$ cat src/rtl/bcd_to_binary.sv
// Sequential packed-BCD to binary converter: one decimal digit per enabled clock,
// most significant digit first, with sticky bad-digit and overflow flags.
module bcd_to_binary #(
  parameter int unsigned DIGITS = 10,
  parameter int unsigned BIN_W  = 32
) (
  input  logic                  clk_i,
  input  logic                  rst_i,
  input  logic                  ce_i,
  input  logic                  start_i,
  input  logic [4*DIGITS-1:0]   dat_bcd_i,
  input  logic [3:0]            width_i,
  output logic [BIN_W-1:0]      dat_binary_o,
  output logic                  done_o,
  output logic                  busy_o,
  output logic                  err_digit_o,
  output logic                  err_ovf_o
);

  localparam int unsigned ACC_W    = BIN_W + 4;
  localparam int unsigned IDX_W    = (DIGITS > 1) ? $clog2(DIGITS) : 1;
  localparam logic [3:0]  DIGITS_W = 4'(DIGITS);

  typedef enum logic [1:0] {StIdle, StConv, StDone} state_e;

  state_e              state_q;
  logic [4*DIGITS-1:0] bcd_q;
  logic [IDX_W-1:0]    idx_q;
  logic [ACC_W-1:0]    acc_q;
  logic [BIN_W-1:0]    bin_q;
  logic                done_q;
  logic                busy_q;
  logic                err_digit_q;
  logic                err_ovf_q;

  logic [3:0]       w_eff;
  logic [3:0]       digit;
  logic [ACC_W-1:0] step;
  logic             err_digit_d;
  logic             err_ovf_d;

  always_comb begin
    w_eff = (width_i > DIGITS_W) ? DIGITS_W : width_i;
    digit = 4'd0;
    for (int k = 0; k < int'(DIGITS); k++) begin
      if (int'(idx_q) == k) digit = bcd_q[4*k +: 4];
    end
    // acc stays below 2^BIN_W until overflow is flagged, so *10+15 cannot wrap ACC_W bits
    step        = acc_q * ACC_W'(10) + ACC_W'(digit);
    err_digit_d = err_digit_q | (digit > 4'd9);
    err_ovf_d   = err_ovf_q | (|step[ACC_W-1:BIN_W]);
  end

  always_ff @(posedge clk_i or negedge rst_i) begin
    if (!rst_i) begin
      state_q     <= StIdle;
      bcd_q       <= '0;
      idx_q       <= '0;
      acc_q       <= '0;
      bin_q       <= '0;
      done_q      <= 1'b0;
      busy_q      <= 1'b0;
      err_digit_q <= 1'b0;
      err_ovf_q   <= 1'b0;
    end else if (ce_i) begin
      unique case (state_q)
        StIdle: begin
          if (start_i) begin
            // Zero width runs a single step on a cleared digit so latency is still one cycle
            bcd_q       <= (w_eff == 4'd0) ? '0 : dat_bcd_i;
            idx_q       <= (w_eff == 4'd0) ? '0 : IDX_W'(w_eff - 4'd1);
            acc_q       <= '0;
            err_digit_q <= 1'b0;
            err_ovf_q   <= 1'b0;
            busy_q      <= 1'b1;
            state_q     <= StConv;
          end
        end
        StConv: begin
          acc_q       <= step;
          err_digit_q <= err_digit_d;
          err_ovf_q   <= err_ovf_d;
          if (idx_q == '0) begin
            state_q <= StDone;
            done_q  <= 1'b1;
            if (err_digit_d)    bin_q <= '0;
            else if (err_ovf_d) bin_q <= '1;
            else                bin_q <= step[BIN_W-1:0];
          end else begin
            idx_q <= idx_q - IDX_W'(1);
          end
        end
        StDone: begin
          state_q <= StIdle;
          done_q  <= 1'b0;
          busy_q  <= 1'b0;
        end
        default: begin
          state_q <= StIdle;
          done_q  <= 1'b0;
          busy_q  <= 1'b0;
        end
      endcase
    end
  end

  assign dat_binary_o = bin_q;
  assign done_o       = done_q;
  assign busy_o       = busy_q;
  assign err_digit_o  = err_digit_q;
  assign err_ovf_o    = err_ovf_q;

endmodule
$ cat config.mk
export PLATFORM = sky130hd
export DESIGN_NAME = bcd_to_binary
export DESIGN_NICKNAME = d
export VERILOG_FILES = /design/src/rtl/bcd_to_binary.sv
export SDC_FILE = /design/constraint.sdc
export NUM_CORES = 1
export LEC_CHECK = 0
export CORE_MARGIN = 10
export CORE_UTILIZATION = 58
export CTS_CLUSTER_SIZE = 14
export DETAILED_ROUTE_END_ITERATION = 7
export PLACE_DENSITY = 0.81
export SETUP_SLACK_MARGIN = 0.3
export SLEW_MARGIN = 30
export SYNTH_ARGS = -nofsm -noshare
export SYNTH_HDL_FRONTEND = slang
export SYNTH_SLANG_ARGS = --single-unit
$ cat constraint.sdc
create_clock -name clk_i -period 5.9 [get_ports clk_i]
set_input_delay 1.18 -clock clk_i [delete_from_list [all_inputs] [get_ports clk_i]]
set_output_delay 1.18 -clock clk_i [all_outputs]
set_load 0.005 [all_outputs]
Word-level counts from Yosys, hierarchy flattened --
Index checks and enable logic that the tools add are counted.
Storage, ports and cells: output and inout bits 36, register bits after elaboration 118, logic and storage cells 75, input bits 48
Cells by class: reductions and logical operators 13, mux-type cells 30, bitwise operators 4, add/subtract/negate cells 3, multiply operators 1, $lt $le $gt $ge 2, equality and inequality tests 13
Operators with widths (count):
- case mux 36 bit (2 select lines) | 1
- two-way mux 32 bit | 2
- two-way mux 4 bit | 14
- two-way mux 40 bit | 1
- adder 36 x 4 -> 36 bit | 1
- multiplier 36 x 3 -> 35 bit, second input constant | 1
- two-way mux 36 bit | 1
- equality test 4 bit, second input constant | 6
- AND reduction 3 bit | 6
- zero test 4 bit | 3
- equality test 4 x 3 -> 1 bit, second input constant | 2
- > comparator 4 bit, second input constant | 2
- case mux 1 bit (2 select lines) | 4
- case mux 4 bit (2 select lines) | 1
- subtractor 4 x 1 -> 4 bit, second input constant | 2
- inequality test 2 bit, second input constant | 3
- equality test 4 x 2 -> 1 bit, second input constant | 1
- two-way mux 2 bit | 2
- case mux 2 bit (2 select lines) | 1
- AND reduction 4 bit | 1
- OR reduction 4 bit | 1
- two-way mux 1 bit | 3
- equality test 2 x 1 -> 1 bit, second input constant | 1
- zero test 2 bit | 1
- 3 further kinds | 5

Depth between registers and ports, before layout --
Gate-level depths: netlist of run 1.
depth after elaboration 16, gate-level depth with buffers 24, gate-level depth less buffers 20

Worst setup path before layout of run 1 --
OpenSTA, ideal clock, no wires.
path type register to register, start point register acc_q[1], end point register bin_q[0] (netlist: dat_binary_o[0]), arrival time 4.809 ns, setup time 0.141 ns, required time 5.759 ns, period minus slack after synthesis 4.950 ns, slack 0.950 ns, cell stages (with the launch flop) 17, path buffers 2, cell sequence dfrtp_1 > ha_1 > ha_1 > fa_1 > a21o_1 > a22o_1 > o211ai_1 > a211oi_1 > o41ai_1 > xnor2_1 > nand4_1 > or4_1 > or4b_1 > a221oi_2 > buf_4 > buf_6 > a31oi_1
On the way: longest elaborated chain between the ends 6
Ends and longest elaborated chain:
- from (decl) | RTL line 29 | logic [ACC_W-1:0] acc_q;
- from (signal assigned) | RTL line 80 | acc_q <= step;
- multiplier 36 x 3 -> 35 bit | RTL line 49 | step = acc_q * ACC_W'(10) + ACC_W'(digit);
- adder 36 x 4 -> 36 bit | RTL line 49
- OR reduction 4 bit | RTL line 51 | err_ovf_d = err_ovf_q | (|step[ACC_W-1:BIN_W]);
- OR 1 bit | RTL line 51
- two-way mux 32 bit | RTL line 87 | else if (err_ovf_d) bin_q <= '1;
- two-way mux 32 bit | RTL line 86 | if (err_digit_d) bin_q <= '0;
- to (signal assigned) | RTL line 88 | else bin_q <= step[BIN_W-1:0];
- to (decl) | RTL line 30 | logic [BIN_W-1:0] bin_q;
No other way between the ends. A chain may end at the register's enable or synchronous reset.

Final worst setup path of run 1 --
start point register acc_q[1], end point register bin_q[18] (netlist: dat_binary_o[18])
On the way: longest elaborated chain between the ends 6
Ends and longest elaborated chain (RTL line):
- multiplier 36 x 3 -> 35 bit * | 49
- adder 36 x 4 -> 36 bit * | 49
- OR reduction 4 bit | 51
- OR 1 bit | 51
- two-way mux 32 bit * | 87
- two-way mux 32 bit * | 86
Every way passes the cells marked *; elsewhere a longest branch is shown, timed or not.

==> run summary, run 1 <==
The flow ran to the end, and the final reports show no timing, DRC or antenna violations. In this run, CTS created clock tree buffers numbering 17. By startpoint and endpoint, the worst setup path is classified as reg2reg. TritonCTS built the clock tree. The total inserted antenna cells came out at 0. The relative contribution of combinational cells to total power is 0.532.

The kind of end point of the critical path is a register. The width of the chip came out at 138 um. The synthesized netlist net count is 1008. The clock skew is 0.00875 ns. For this block, the routed nets add up to 22400 um of wire. The final period utilization is 0.898.

The placement-stage worst setup slack came out at 0.510 ns. The buffer cell driving the clock tree root is sky130_fd_sc_hd__clkbuf_16. The number of different library cells used by synthesis comes to 71. The number of standard-cell rows in the floorplan is 43.

The top cell type's share of synthesized area came out at 0.362. The net switching share of the total power came out at 0.432. Setup violations remaining at the end of the flow were counted as 0.

The number of hold buffers added after CTS was 0. After the first detailed-routing iteration, the DRC count stood at 574. The count of flip-flops with a built-in enable after synthesis came out at 0. By area the synthesized netlist is led by sky130_fd_sc_hd__dfrtp_1 (36%), sky130_fd_sc_hd__ha_1 (11%), sky130_fd_sc_hd__o21ai_0 (5.9%). The final period demand of the worst path came out at 5.30 ns. The net switching power is 0.00237 W.

The count of input and output buffers is 83. The sequential cells in the finished layout cover a total of 2930 um^2. STA classifies the critical path startpoint as a register.

For this design the static power due to leakage is 4.33 nW. The highest attainable clock frequency is 0.189 GHz. Across all layers, the routed design uses 7334 vias. The clock tree buffer depth is 2.

For the worst setup path, the data required time is 6.17 ns. The maximum number of pins on one net before global-route repair came out at 64. The maximum vdd ir drop came out at 0.000347 V.

Counting flops with an async set or reset pin after synthesis yields a share of 1.00. The via density per instance came out at 6.39. The clock-pin slew on the worst setup and hold paths came out at 0.06 ns. The overall routing resource usage came out at 0.225. The placeable core region came out at 13800 um^2. The final routed wire length divided by cell count is 19.5 um.

Synthesis inferred 117 register bits. The detailed-placement wirelength estimate is 16400 um. After filler insertion, the fill cell instance count of the layout stands at 1058. The warning count from the yosys run is 0.

Global routing finished with a remaining overflow of 0. Setup repair after global routing left no endpoint under its margin. The share of layout cells above drive strength 1 is 0.0631. The area growth from synthesis to layout came out at 19.5%.

Of all nets on the critical path, the largest fanout is 17. For the worst setup path, the data arrival time is 5.57 ns. The remaining number of nets flagged by the antenna check after routing came out at 0. The remaining max-slew budget at the tightest pin came out at 0.394.

The H-tree generated during clock tree synthesis spans 4 levels. The netlist area before placement came out at 8090 um^2. The source-to-sink clock delay at the later pin of the worst-skew pair is 0.43 ns. The initial core utilization is 0.587. The area taken by multi-input logic gates came out at 4960 um^2. The post-CTS setup repair buffer count came out at 0. The count of clock tree sinks came out at 117. The number of hold violations in the final report is 0. The number of placed I/O pins came out at 84. The die is 138 um tall. Routability-driven placement finished with a final weighted congestion of 0.987.

The initial antenna violation count came out at 0. Adding up every negative setup slack in the final design gives 0 ns. In the synthesized netlist, the number of instances is 889.

At the pin with the least slew margin, the transition time is 0.907 ns. The area of the die is 19100 um^2. The sequential fraction of design power came out at 0.270. Each instance of the synthesized netlist takes up on average 9.10 um^2.

The post-route worst setup slack is 0.603 ns. The portion of total power attributed to the clock network came out at 0.198. The total count of max-transition violations in the final report was 0.

The first-pass GRT wire length came out at 36000 um. In the synthesized netlist the dominant register cell turns out to be sky130_fd_sc_hd__dfrtp_1. Summed over all instances, the cell type with the most area after synthesis is sky130_fd_sc_hd__dfrtp_1. The net count of the finished layout is 1073. Max-cap violations in this run came to 0. The post-synthesis sequential area ratio came out at 0.362. The first detailed-routing pass ran for 5 iterations. The via count of the first global-routing pass came out at 7096. The number of remaining DRC errors is 0. The internal portion of the total power is 0.00311 W.

The class of the tightest hold or removal check is reg2reg. Dividing total power by cell area gives a power density of 567 nW/um^2.
-- layout make-up --
cell class	instances	share of cell area
multi-input combinational	713	0.513
sequential	117	0.303
timing repair buffer	92	0.0927
clock buffer	19	0.0448
tap	180	0.0233
clock inverter	13	0.0189
inverter	13	0.00505
-- metal layers --
layer	up-vias	global-route usage	wire length (um)
li1	3470	-	-
met1	3568	0.275	9570
met2	248	0.382	11000
met3	48	0.0500	1260
met4	0	0.0749	551
met5	-	0	0
-- power by group through the flow --
stage,Clock (W),Sequential (W),Combinational (W)
floorplan,0,0.00136,0.00202
global placement,0,0.00147,0.00280
detailed placement,0,0.00147,0.00286
CTS,0.00108,0.00147,0.00289
global route,0.00112,0.00152,0.00320
finish,0.00109,0.00148,0.00291
-- worst max-delay path, cell delays in order, from the launching register on --
cell,delay [ns]
sky130_fd_sc_hd__dfrtp_1,0.43
sky130_fd_sc_hd__ha_1,0.32
sky130_fd_sc_hd__ha_1,0.23
sky130_fd_sc_hd__fa_1,0.43
sky130_fd_sc_hd__a21o_1,0.20
sky130_fd_sc_hd__a22o_1,0.25
sky130_fd_sc_hd__o211ai_1,0.32
sky130_fd_sc_hd__buf_4,0.20
sky130_fd_sc_hd__o211ai_1,0.15
sky130_fd_sc_hd__xor2_1,0.26
sky130_fd_sc_hd__and4_1,0.30
sky130_fd_sc_hd__nand4_1,0.18
sky130_fd_sc_hd__or4_1,0.53
sky130_fd_sc_hd__or4b_1,0.59
sky130_fd_sc_hd__a221oi_4,0.34
sky130_fd_sc_hd__buf_4,0.29
sky130_fd_sc_hd__a31oi_1,0.14
-- synth_stat cells, types with 4 or more instances --
library cell               count
sky130_fd_sc_hd__a211oi_1     10
sky130_fd_sc_hd__a21o_1       16
sky130_fd_sc_hd__a21oi_1      50
sky130_fd_sc_hd__a221oi_1      5
sky130_fd_sc_hd__a22o_1       50
sky130_fd_sc_hd__a31oi_1      30
sky130_fd_sc_hd__and2_1       12
sky130_fd_sc_hd__and3_1        9
sky130_fd_sc_hd__and4_1        5
sky130_fd_sc_hd__buf_2         6
sky130_fd_sc_hd__clkbuf_1     38
sky130_fd_sc_hd__dfrtp_1     117
sky130_fd_sc_hd__ha_1         69
sky130_fd_sc_hd__inv_1        13
sky130_fd_sc_hd__mux2i_1       5
sky130_fd_sc_hd__nand2_1      88
sky130_fd_sc_hd__nand2b_1      4
sky130_fd_sc_hd__nand3_1      19
sky130_fd_sc_hd__nand4_1       9
sky130_fd_sc_hd__nor2_1       46
sky130_fd_sc_hd__nor2b_1      17
sky130_fd_sc_hd__nor3_1       26
sky130_fd_sc_hd__nor3b_1       7
sky130_fd_sc_hd__o211ai_1     10
sky130_fd_sc_hd__o21a_1        5
sky130_fd_sc_hd__o21ai_0      96
sky130_fd_sc_hd__o31ai_1       4
sky130_fd_sc_hd__or2_2         4
sky130_fd_sc_hd__or3_1         4
sky130_fd_sc_hd__xnor2_1      25
sky130_fd_sc_hd__xor2_1       27
-- worst paths after layout --
check / cells past startpoint / to / slack (ns) / from
max: 16 / dat_binary_o[18]$_DFFE_PN0P_ / 0.60 / acc_q[1]$_DFFE_PN0P_
min: 2 / done_o$_DFFE_PN0P_ / 0.50 / done_o$_DFFE_PN0P_
max reg2reg: 16 / dat_binary_o[18]$_DFFE_PN0P_ / 0.60 / acc_q[1]$_DFFE_PN0P_
min reg2reg: 2 / done_o$_DFFE_PN0P_ / 0.50 / done_o$_DFFE_PN0P_
max in group asynchronous: 2 / acc_q[8]$_DFFE_PN0P_ / 3.86 / rst_i
min in group asynchronous: 1 / acc_q[33]$_DFFE_PN0P_ / 0.84 / rst_i
-- cell families after synthesis --
family / share of synthesized area
AO/OA/AOI/OAI: 0.265
flip-flops: 0.362
adder cells (fa/ha/maj): 0.114
AND/OR/NAND/NOR: 0.165
multiplexers: 0.00804
buffers and inverters: 0.0297
XOR/XNOR: 0.0563
-- through the flow --
step | hold slack, ns | area, um^2 | util | power [W] | std cells
global placement | 0.470 | 9040 | 0.657 | 0.00427 | 1115
CTS | 0.494 | 9660 | 0.701 | 0.00545 | 1147
finish | 0.505 | 9670 | 0.702 | 0.00548 | 1147
detailed placement | 0.473 | 9040 | 0.657 | 0.00433 | 1115
floorplan | 0.467 | 8090 | - | 0.00339 | 889
global route | 0.533 | 9670 | 0.702 | 0.00584 | 1147
-- cells in the final DEF, fill, tap and decap left out, types with 13 or more instances in the layout --
cell / count
sky130_fd_sc_hd__dfrtp_1: 117
sky130_fd_sc_hd__o21ai_0: 94
sky130_fd_sc_hd__nand2_1: 88
sky130_fd_sc_hd__clkdlybuf4s50_1: 82
sky130_fd_sc_hd__ha_1: 69
sky130_fd_sc_hd__a21oi_1: 50
sky130_fd_sc_hd__a22o_1: 50
sky130_fd_sc_hd__nor2_1: 45
sky130_fd_sc_hd__a31oi_1: 30
sky130_fd_sc_hd__xor2_1: 27
sky130_fd_sc_hd__nor3_1: 25
sky130_fd_sc_hd__xnor2_1: 25
sky130_fd_sc_hd__nand3_1: 19
sky130_fd_sc_hd__clkbuf_16: 17
sky130_fd_sc_hd__nor2b_1: 16
sky130_fd_sc_hd__a21o_1: 16
sky130_fd_sc_hd__inv_1: 13
-- registers in the layout, indices dropped and copies added, names as in the netlist --
register	count
state_q	2
busy_o	1
dat_binary_o	32
idx_q	4
done_o	1
err_ovf_o	1
bcd_q	40
acc_q	35
err_digit_o	1
-- timing repair --
item / in CTS / in global routing
endpoints found under the setup margin: 0 / 29
endpoints found under the hold margin: 0 / 0
resized for setup: 0 / 3
No activity file was read; power rests on OpenSTA's default activity.
==> run 2, diff against run 1 <==
--- a/config.mk
+++ b/config.mk
@@ -9,6 +9,7 @@
 export CORE_UTILIZATION = 58
 export CTS_CLUSTER_SIZE = 14
 export DETAILED_ROUTE_END_ITERATION = 7
+export GPL_ROUTABILITY_DRIVEN = 0
 export PLACE_DENSITY = 0.81
 export SETUP_SLACK_MARGIN = 0.3
 export SLEW_MARGIN = 30
==> run 2 against run 1 <==
Wire length down 1.6%. Setup slack gained 0.033 ns. Final area hardly changed. Sequential power about the same. Via count decreased by 0.29%. First-iteration DRC count rose by 7.0%. Largest power group unchanged. Die area did not move. Combinational power hardly changed. Non-clock buffer count increased by 1. Clock skew is 0.00096 ns lower.
==> run summary, run 2 (synthesis gave the netlist of run 1 again) <==
The sum of negative setup slack came to 0 ns (unchanged). The clock-pin slew on the worst setup and hold paths came out at 0.06 ns (about the same). The number of endpoints failing setup at the final stage came out at 0 (unchanged).

Top library cells by usage in the layout, fill and taps aside: sky130_fd_sc_hd__dfrtp_1 (117), sky130_fd_sc_hd__o21ai_0 (94), sky130_fd_sc_hd__nand2_1 (88) (unchanged). The instance area at placement came out at 9050 um^2 (was 9040 um^2). The initial antenna violation count is 0 (unchanged). The clock skew is 0.00779 ns (was 0.00875 ns).

The via density per instance is 6.37 (was 6.39). The post-route worst setup slack is 0.636 ns (was 0.603 ns). The final period utilization is 0.892 (was 0.898).

The source-to-sink clock delay at the later pin of the worst-skew pair came out at 0.42 ns (was 0.43 ns). The detailed-placement wirelength estimate is 16300 um (was 16400 um). The slew at the pin with the worst max-slew slack was 0.867 ns (was 0.907 ns).

The number of max-capacitance violations reported is 0 (unchanged). The final period demand of the worst path was 5.26 ns (was 5.30 ns). The first-pass GRT wire length is 35700 um (was 36000 um). The placeable core region is 13800 um^2 (unchanged). The hold buffer count at CTS came out at 0 (unchanged). The maximum number of pins on one net before global-route repair is 73 (was 64).

The number of hold violations in the final report was 0 (unchanged). The clock tree buffer depth came out at 2 (unchanged). The final routed wire length divided by cell count came to 19.2 um (was 19.5 um). The share of layout cells above drive strength 1 is 0.0630 (was 0.0631). The total leakage power is 4.32 nW (was 4.33 nW). The CTS tree is built (unchanged). RSZ-0062 raised after global routing: no (unchanged). The routed wire length is 22000 um (was 22400 um). The initial core utilization is 0.587 (unchanged). The highest fanout seen on the critical path is 17 (unchanged). The CTS buffer count came out at 17 (unchanged).

The buffers plus inverters on the worst setup path came to 2 (unchanged). The register with the highest flop count was bcd_q (unchanged). The remaining max-slew budget at the tightest pin came out at 0.421 (was 0.394). The maximum vdd ir drop came to 0.000351 V (was 0.000347 V). The flip-flop count of the largest register, all copies and words added is 40 (unchanged). The remaining number of nets flagged by the antenna check after routing is 0 (unchanged). The category of the most critical setup path is reg2reg (unchanged). The number of standard-cell rows in the floorplan is 43 (unchanged). The delay of the slowest critical-path stage came out at 0.59 ns (about the same). The total count of max-transition violations in the final report came to 0 (unchanged). Run status: complete, no violations (unchanged). The final instance area is 9670 um^2 (about the same). The dominant delay contributor by cell family on the critical path is compound AO/OA/AOI/OAI gates (was simple AND/OR/NAND/NOR gates).

The total power divided by cell area came out at 562 nW/um^2 (was 567 nW/um^2). The arrival time reported for the critical path endpoint came to 5.53 ns (was 5.57 ns). The total inserted antenna cells came out at 0 (unchanged). The number of placed I/O pins came out at 84 (unchanged). The final net count is 1074 (was 1073). The via count of the first global-routing pass came out at 7123 (was 7096). The level count of the clock H-tree is 4 (unchanged). The area of the die came out at 19100 um^2 (unchanged).

The number of resized instances in the post-cts repair step came out at 0 (unchanged). The initial DRC count came out at 614 (was 574). The required time at the worst-slack endpoint is 6.17 ns (about the same). The width of the chip is 138 um (unchanged). The die extent in y was 138 um (unchanged). The count of clock tree sinks came out at 117 (unchanged).

The residual overflow from global routing is 0 (unchanged). The count of input and output buffers came to 83 (unchanged). The post-CTS setup repair buffer count was 0 (unchanged). The kind of end point of the critical path was a register (unchanged).

The buffer cell driving the clock tree root is sky130_fd_sc_hd__clkbuf_16 (unchanged). The number of remaining DRC errors is 0 (unchanged). The area growth from synthesis to layout was 19.5% (about the same). The placement-stage worst setup slack is 0.606 ns (was 0.510 ns).

The total iterations of the first detailed-routing run is 5 (unchanged). The cell at the slowest stage of the critical path was sky130_fd_sc_hd__or4b_1 (unchanged). The total number of vias is 7313 (was 7334). The worst hold slack came to 0.512 ns (was 0.505 ns). The most common cell after layout, fill and taps aside is sky130_fd_sc_hd__dfrtp_1 (unchanged).

The element type at the critical path start is a register (unchanged). The highest attainable clock frequency is 0.190 GHz (was 0.189 GHz). The class of the tightest hold or removal check is reg2reg (unchanged). The overall routing resource usage is 0.221 (was 0.225). Cells along the critical path: ha_1 -> ha_1 -> fa_1 -> a21o_1 -> a22o_1 -> o211ai_1 -> buf_4 -> a211oi_1 -> o41ai_1 -> xnor2_1 -> nand4_1 -> or4_1 -> or4b_1 -> a221oi_4 -> buf_4 -> a31oi_1 (was ha_1 -> ha_1 -> fa_1 -> a21o_1 -> a22o_1 -> o211ai_1 -> buf_4 -> o211ai_1 -> xor2_1 -> and4_1 -> nand4_1 -> or4_1 -> or4b_1 -> a221oi_4 -> buf_4 -> a31oi_1).
[run 2: cell types whose count changed in the layout (fill, tap and decap cells not counted), sizes merged]
| cell | previous run | this run |
|---|---|---|
| bufinv | 4 | 2 |
| buf | 10 | 11 |
| clkinvlp | 1 | 3 |
| clkbuf | 19 | 25 |
| clkinv | 8 | 2 |
[run 2: worst reg2reg max path: cells and delay by family, from the launching register on]
kind | cells | cell delay [ns]
AO/OA/AOI/OAI | 7 | 1.70
AND/OR/NAND/NOR | 3 | 1.34
adder cells (fa/ha/maj) | 3 | 0.96
buffers and inverters | 2 | 0.46
flip-flops | 1 | 0.41
XOR/XNOR | 1 | 0.24
[run 2: worst paths after layout]
kind / startpoint / endpoint / slack [ns] / cells past startpoint
min in group asynchronous: rst_i / acc_q[32]$_DFFE_PN0P_ / 0.77 / 1
max in group asynchronous: rst_i / acc_q[9]$_DFFE_PN0P_ / 4.08 / 2
hold reg to reg: acc_q[34]$_DFFE_PN0P_ / acc_q[34]$_DFFE_PN0P_ / 0.51 / 2
setup reg to reg: acc_q[1]$_DFFE_PN0P_ / dat_binary_o[6]$_DFFE_PN0P_ / 0.64 / 16
setup / recovery: acc_q[1]$_DFFE_PN0P_ / dat_binary_o[6]$_DFFE_PN0P_ / 0.64 / 16
hold / removal: acc_q[34]$_DFFE_PN0P_ / acc_q[34]$_DFFE_PN0P_ / 0.51 / 2
[run 2: cell type report]
class / instances / area (um^2)
clock buffers: 25 / 515
clock inverters: 7 / 92.6
fillers: 1079 / 4110
inverters: 13 / 48.8
multi-input cells: 713 / 4950
flip-flops and latches: 117 / 2930
well taps: 180 / 225
repair buffers: 93 / 907
[run 2: per-stage QoR]
stage               utilization  cells  power (W)
floorplan                     -    889    0.00339
global placement          0.657   1116    0.00425
detailed placement        0.657   1116    0.00432
CTS                       0.701   1148    0.00540
global route              0.702   1148    0.00580
finish                    0.702   1148    0.00543
[run 2: layer usage]
metal / vias to the layer above / GRT usage / part of all wire
met5: - / 0 / 0
met4: 0 / 0.0688 / 0.018
met3: 31 / 0.0493 / 0.050
met2: 239 / 0.381 / 0.50
met1: 3574 / 0.269 / 0.43
li1: 3469 / - / -
[run 2: power by group]
part	internal (W)	switching (W)	total (W)
Combinational	0.00125	0.00165	0.00290
Sequential	0.00117	0.000314	0.00148
Clock	0.000687	0.000367	0.00105
Total	0.00310	0.00233	0.00543
==> run 3, diff against run 2 <==
--- a/config.mk
+++ b/config.mk
@@ -6,12 +6,11 @@
 export NUM_CORES = 1
 export LEC_CHECK = 0
 export CORE_MARGIN = 10
-export CORE_UTILIZATION = 58
+export CORE_UTILIZATION = 42
 export CTS_CLUSTER_SIZE = 14
 export DETAILED_ROUTE_END_ITERATION = 7
 export GPL_ROUTABILITY_DRIVEN = 0
-export PLACE_DENSITY = 0.81
-export SETUP_SLACK_MARGIN = 0.3
+export SETUP_SLACK_MARGIN = 0.05
 export SLEW_MARGIN = 30
 export SYNTH_ARGS = -nofsm -noshare
 export SYNTH_HDL_FRONTEND = slang
==> constraint.sdc (replaced) <==
create_clock -name clk_i -period 4.3 [get_ports clk_i]
set_input_delay 0.86 -clock clk_i [delete_from_list [all_inputs] [get_ports clk_i]]
set_output_delay 0.86 -clock clk_i [all_outputs]
set_load 0.005 [all_outputs]
==> run 3 against run 2 <==
The flow now finishes with violations (setup timing). Utilization is 10 points lower. Via count is 6.5% higher. Hold slack worse by 0.010 ns. Cell count is 22% higher. Wire length is 13% higher. Final area is 17% higher. Critical path depth is 1 higher. Fmax is 8.4% higher. Sequential power is 34% higher. Critical path type unchanged. Largest power group unchanged.
==> run summary, run 3 (synthesis gave the netlist of run 1 again) <==
The required time at the worst-slack endpoint came to 4.57 ns (was 6.17 ns). The final period utilization came to 1.13 (was 0.892). The sum of met3 wire segment lengths after detailed routing came out at 1120 um (was 1100 um).

The element type at the critical path start is a register (unchanged). The final net count came out at 1248 (was 1074). The initial DRC count is 524 (was 614). The highest fanout seen on the critical path is 4 (was 17). The number of placed I/O pins is 84 (unchanged). The CTS buffer count came to 17 (unchanged). The highest attainable clock frequency is 0.206 GHz (was 0.190 GHz). The routed length on met2 is 12000 um (was 11100 um). The number of endpoints failing setup at the final stage is 33 (was 0). The remaining number of nets flagged by the antenna check after routing was 0 (unchanged).

The total power divided by cell area is 801 nW/um^2 (was 562 nW/um^2). The number of hold violations in the final report is 0 (unchanged). The class of the tightest hold or removal check is reg2reg (unchanged).

The area of the die is 25200 um^2 (was 19100 um^2). The checks that failed: setup timing. The register with the highest flop count is bcd_q (unchanged).

The clock-pin slew on the worst setup and hold paths came out at 0.06 ns (about the same). The category of the most critical setup path is reg2reg (unchanged). The remaining max-slew budget at the tightest pin is 0.438 (was 0.421). The final period demand of the worst path came out at 4.86 ns (was 5.26 ns). Top library cells by usage in the layout, fill and taps aside: sky130_fd_sc_hd__buf_4 (178), sky130_fd_sc_hd__dfrtp_1 (117), sky130_fd_sc_hd__o21ai_0 (90) (was sky130_fd_sc_hd__dfrtp_1 (117), sky130_fd_sc_hd__o21ai_0 (94), sky130_fd_sc_hd__nand2_1 (88)). The initial core utilization is 0.430 (was 0.587). The flip-flop count of the largest register, all copies and words added came out at 40 (unchanged). The first-pass GRT wire length was 39600 um (was 35700 um).

The residual overflow from global routing was 0 (unchanged). The slew at the pin with the worst max-slew slack came out at 0.843 ns (was 0.867 ns). The via density per instance came out at 5.56 (was 6.37). The share of layout cells above drive strength 1 came to 0.237 (was 0.0630). The total count of max-transition violations in the final report is 0 (unchanged). The most common cell after layout, fill and taps aside is sky130_fd_sc_hd__buf_4 (was sky130_fd_sc_hd__dfrtp_1). The overall routing resource usage is 0.190 (was 0.221). The source-to-sink clock delay at the later pin of the worst-skew pair was 0.42 ns (about the same). The initial antenna violation count came to 0 (unchanged). The clock skew is 0.00706 ns (was 0.00779 ns).

The CTS tree is built (unchanged). The count of clock tree sinks is 117 (unchanged). The width of the chip came to 159 um (was 138 um). The area growth from synthesis to layout came out at 40.0% (was 19.5%). The level count of the clock H-tree is 4 (unchanged). The total inserted antenna cells came out at 0 (unchanged). The final routed wire length divided by cell count came to 17.7 um (was 19.2 um). The wire length on met1 came out at 11400 um (was 9460 um).

The detailed-placement wirelength estimate was 18400 um (was 16300 um). The via count of the first global-routing pass was 7682 (was 7123). The placeable core region is 18800 um^2 (was 13800 um^2). The sum of negative setup slack is -15.15 ns (was 0 ns). The total number of vias was 7791 (was 7313). The clock tree buffer depth came out at 2 (unchanged). The total iterations of the first detailed-routing run came out at 5 (unchanged). The total power draw came out at 0.00907 W (was 0.00543 W). The maximum vdd ir drop is 0.000488 V (was 0.000351 V).

The total leakage power is 5.24 nW (was 4.32 nW). The kind of end point of the critical path is a register (unchanged). The number of remaining DRC errors came out at 0 (unchanged).

RSZ-0062 raised after global routing: yes (was no). The maximum number of pins on one net before global-route repair came out at 65 (was 73). The die extent in y came out at 159 um (was 138 um). The buffer cell driving the clock tree root is sky130_fd_sc_hd__clkbuf_16 (unchanged). The top layer used by detailed routing is met4 (unchanged). The routed wire length is 24800 um (was 22000 um).

The number of standard-cell rows in the floorplan is 50 (was 43). The number of max-capacitance violations reported came out at 0 (unchanged). Run status: complete, but fails checks (was complete, no violations). The arrival time reported for the critical path endpoint is 5.12 ns (was 5.53 ns). The post-route worst setup slack came out at -0.556 ns (was 0.636 ns). The count of input and output buffers came out at 83 (unchanged).
==> run 3: metrics by stage <==
stage	util	hold WS [ns]	cell area (um^2)	setup slack (ns)	cells
2_1_floorplan	-	0.467	8110	-0.376	889
3_3_place_gp	0.549	0.472	10300	-0.425	1348
3_5_place_dp	0.549	0.480	10300	-0.522	1348
4_1_cts	0.588	0.508	11100	-0.470	1389
5_1_grt	0.602	0.516	11300	-0.670	1402
6_report	0.602	0.502	11300	-0.556	1402
==> run 3: final cells by class <==
| cell class | count | area [um^2] |
|---|---|---|
| clock buffer | 20 | 467 |
| clock inverter | 12 | 143 |
| fill | 1702 | 7500 |
| inverter | 13 | 48.8 |
| multi-input combinational | 713 | 5140 |
| sequential | 117 | 2930 |
| tap | 260 | 325 |
| timing repair buffer | 267 | 2280 |
==> run 3: timing repair <==
item	in CTS	in global routing
buffers inserted	8	11
setup endpoints to repair	35	39
hold buffers	0	0
resized for setup	11	35
gates cloned	1	2
pin swaps	9	12
==> run 3: worst paths after layout <==
check	startpoint	endpoint	slack, ns	depth (start not counted)
max	acc_q[3]$_DFFE_PN0P_	dat_binary_o[23]$_DFFE_PN0P_	-0.56	17
min	done_o$_DFFE_PN0P_	done_o$_DFFE_PN0P_	0.50	2
max reg2reg	acc_q[3]$_DFFE_PN0P_	dat_binary_o[23]$_DFFE_PN0P_	-0.56	17
min reg2reg	done_o$_DFFE_PN0P_	done_o$_DFFE_PN0P_	0.50	2
max in group asynchronous	rst_i	dat_binary_o[2]$_DFFE_PN0P_	2.85	2
min in group asynchronous	rst_i	bcd_q[27]$_DFFE_PN0P_	0.54	1
==> run 3: worst max-delay path, cell delays in order (launching register included) <==
cell	delay (ns)
sky130_fd_sc_hd__dfrtp_1	0.40
sky130_fd_sc_hd__ha_1	0.33
sky130_fd_sc_hd__ha_4	0.17
sky130_fd_sc_hd__fa_2	0.37
sky130_fd_sc_hd__a21o_1	0.21
sky130_fd_sc_hd__a22o_1	0.23
sky130_fd_sc_hd__buf_4	0.15
sky130_fd_sc_hd__nor2_1	0.10
sky130_fd_sc_hd__xor2_1	0.11
sky130_fd_sc_hd__or4_4	0.46
sky130_fd_sc_hd__nor2_4	0.16
sky130_fd_sc_hd__nand4_1	0.16
sky130_fd_sc_hd__or4_1	0.56
sky130_fd_sc_hd__or4b_4	0.52
sky130_fd_sc_hd__a221oi_4	0.34
sky130_fd_sc_hd__buf_4	0.19
sky130_fd_sc_hd__buf_2	0.14
sky130_fd_sc_hd__a31oi_1	0.09
==> run 3: power breakdown <==
part | switching, W | internal [W]
clock | 0.000554 | 0.000908
sequential | 0.000389 | 0.00160
combinational | 0.00275 | 0.00287
total | 0.00369 | 0.00538
==> run 3: routing by layer <==
layer / up-vias / GRT usage
met4: 0 / 0.0438
li1: 3834 / -
met1: 3753 / 0.249
met3: 22 / 0.0442
met5: - / 0
met2: 182 / 0.310
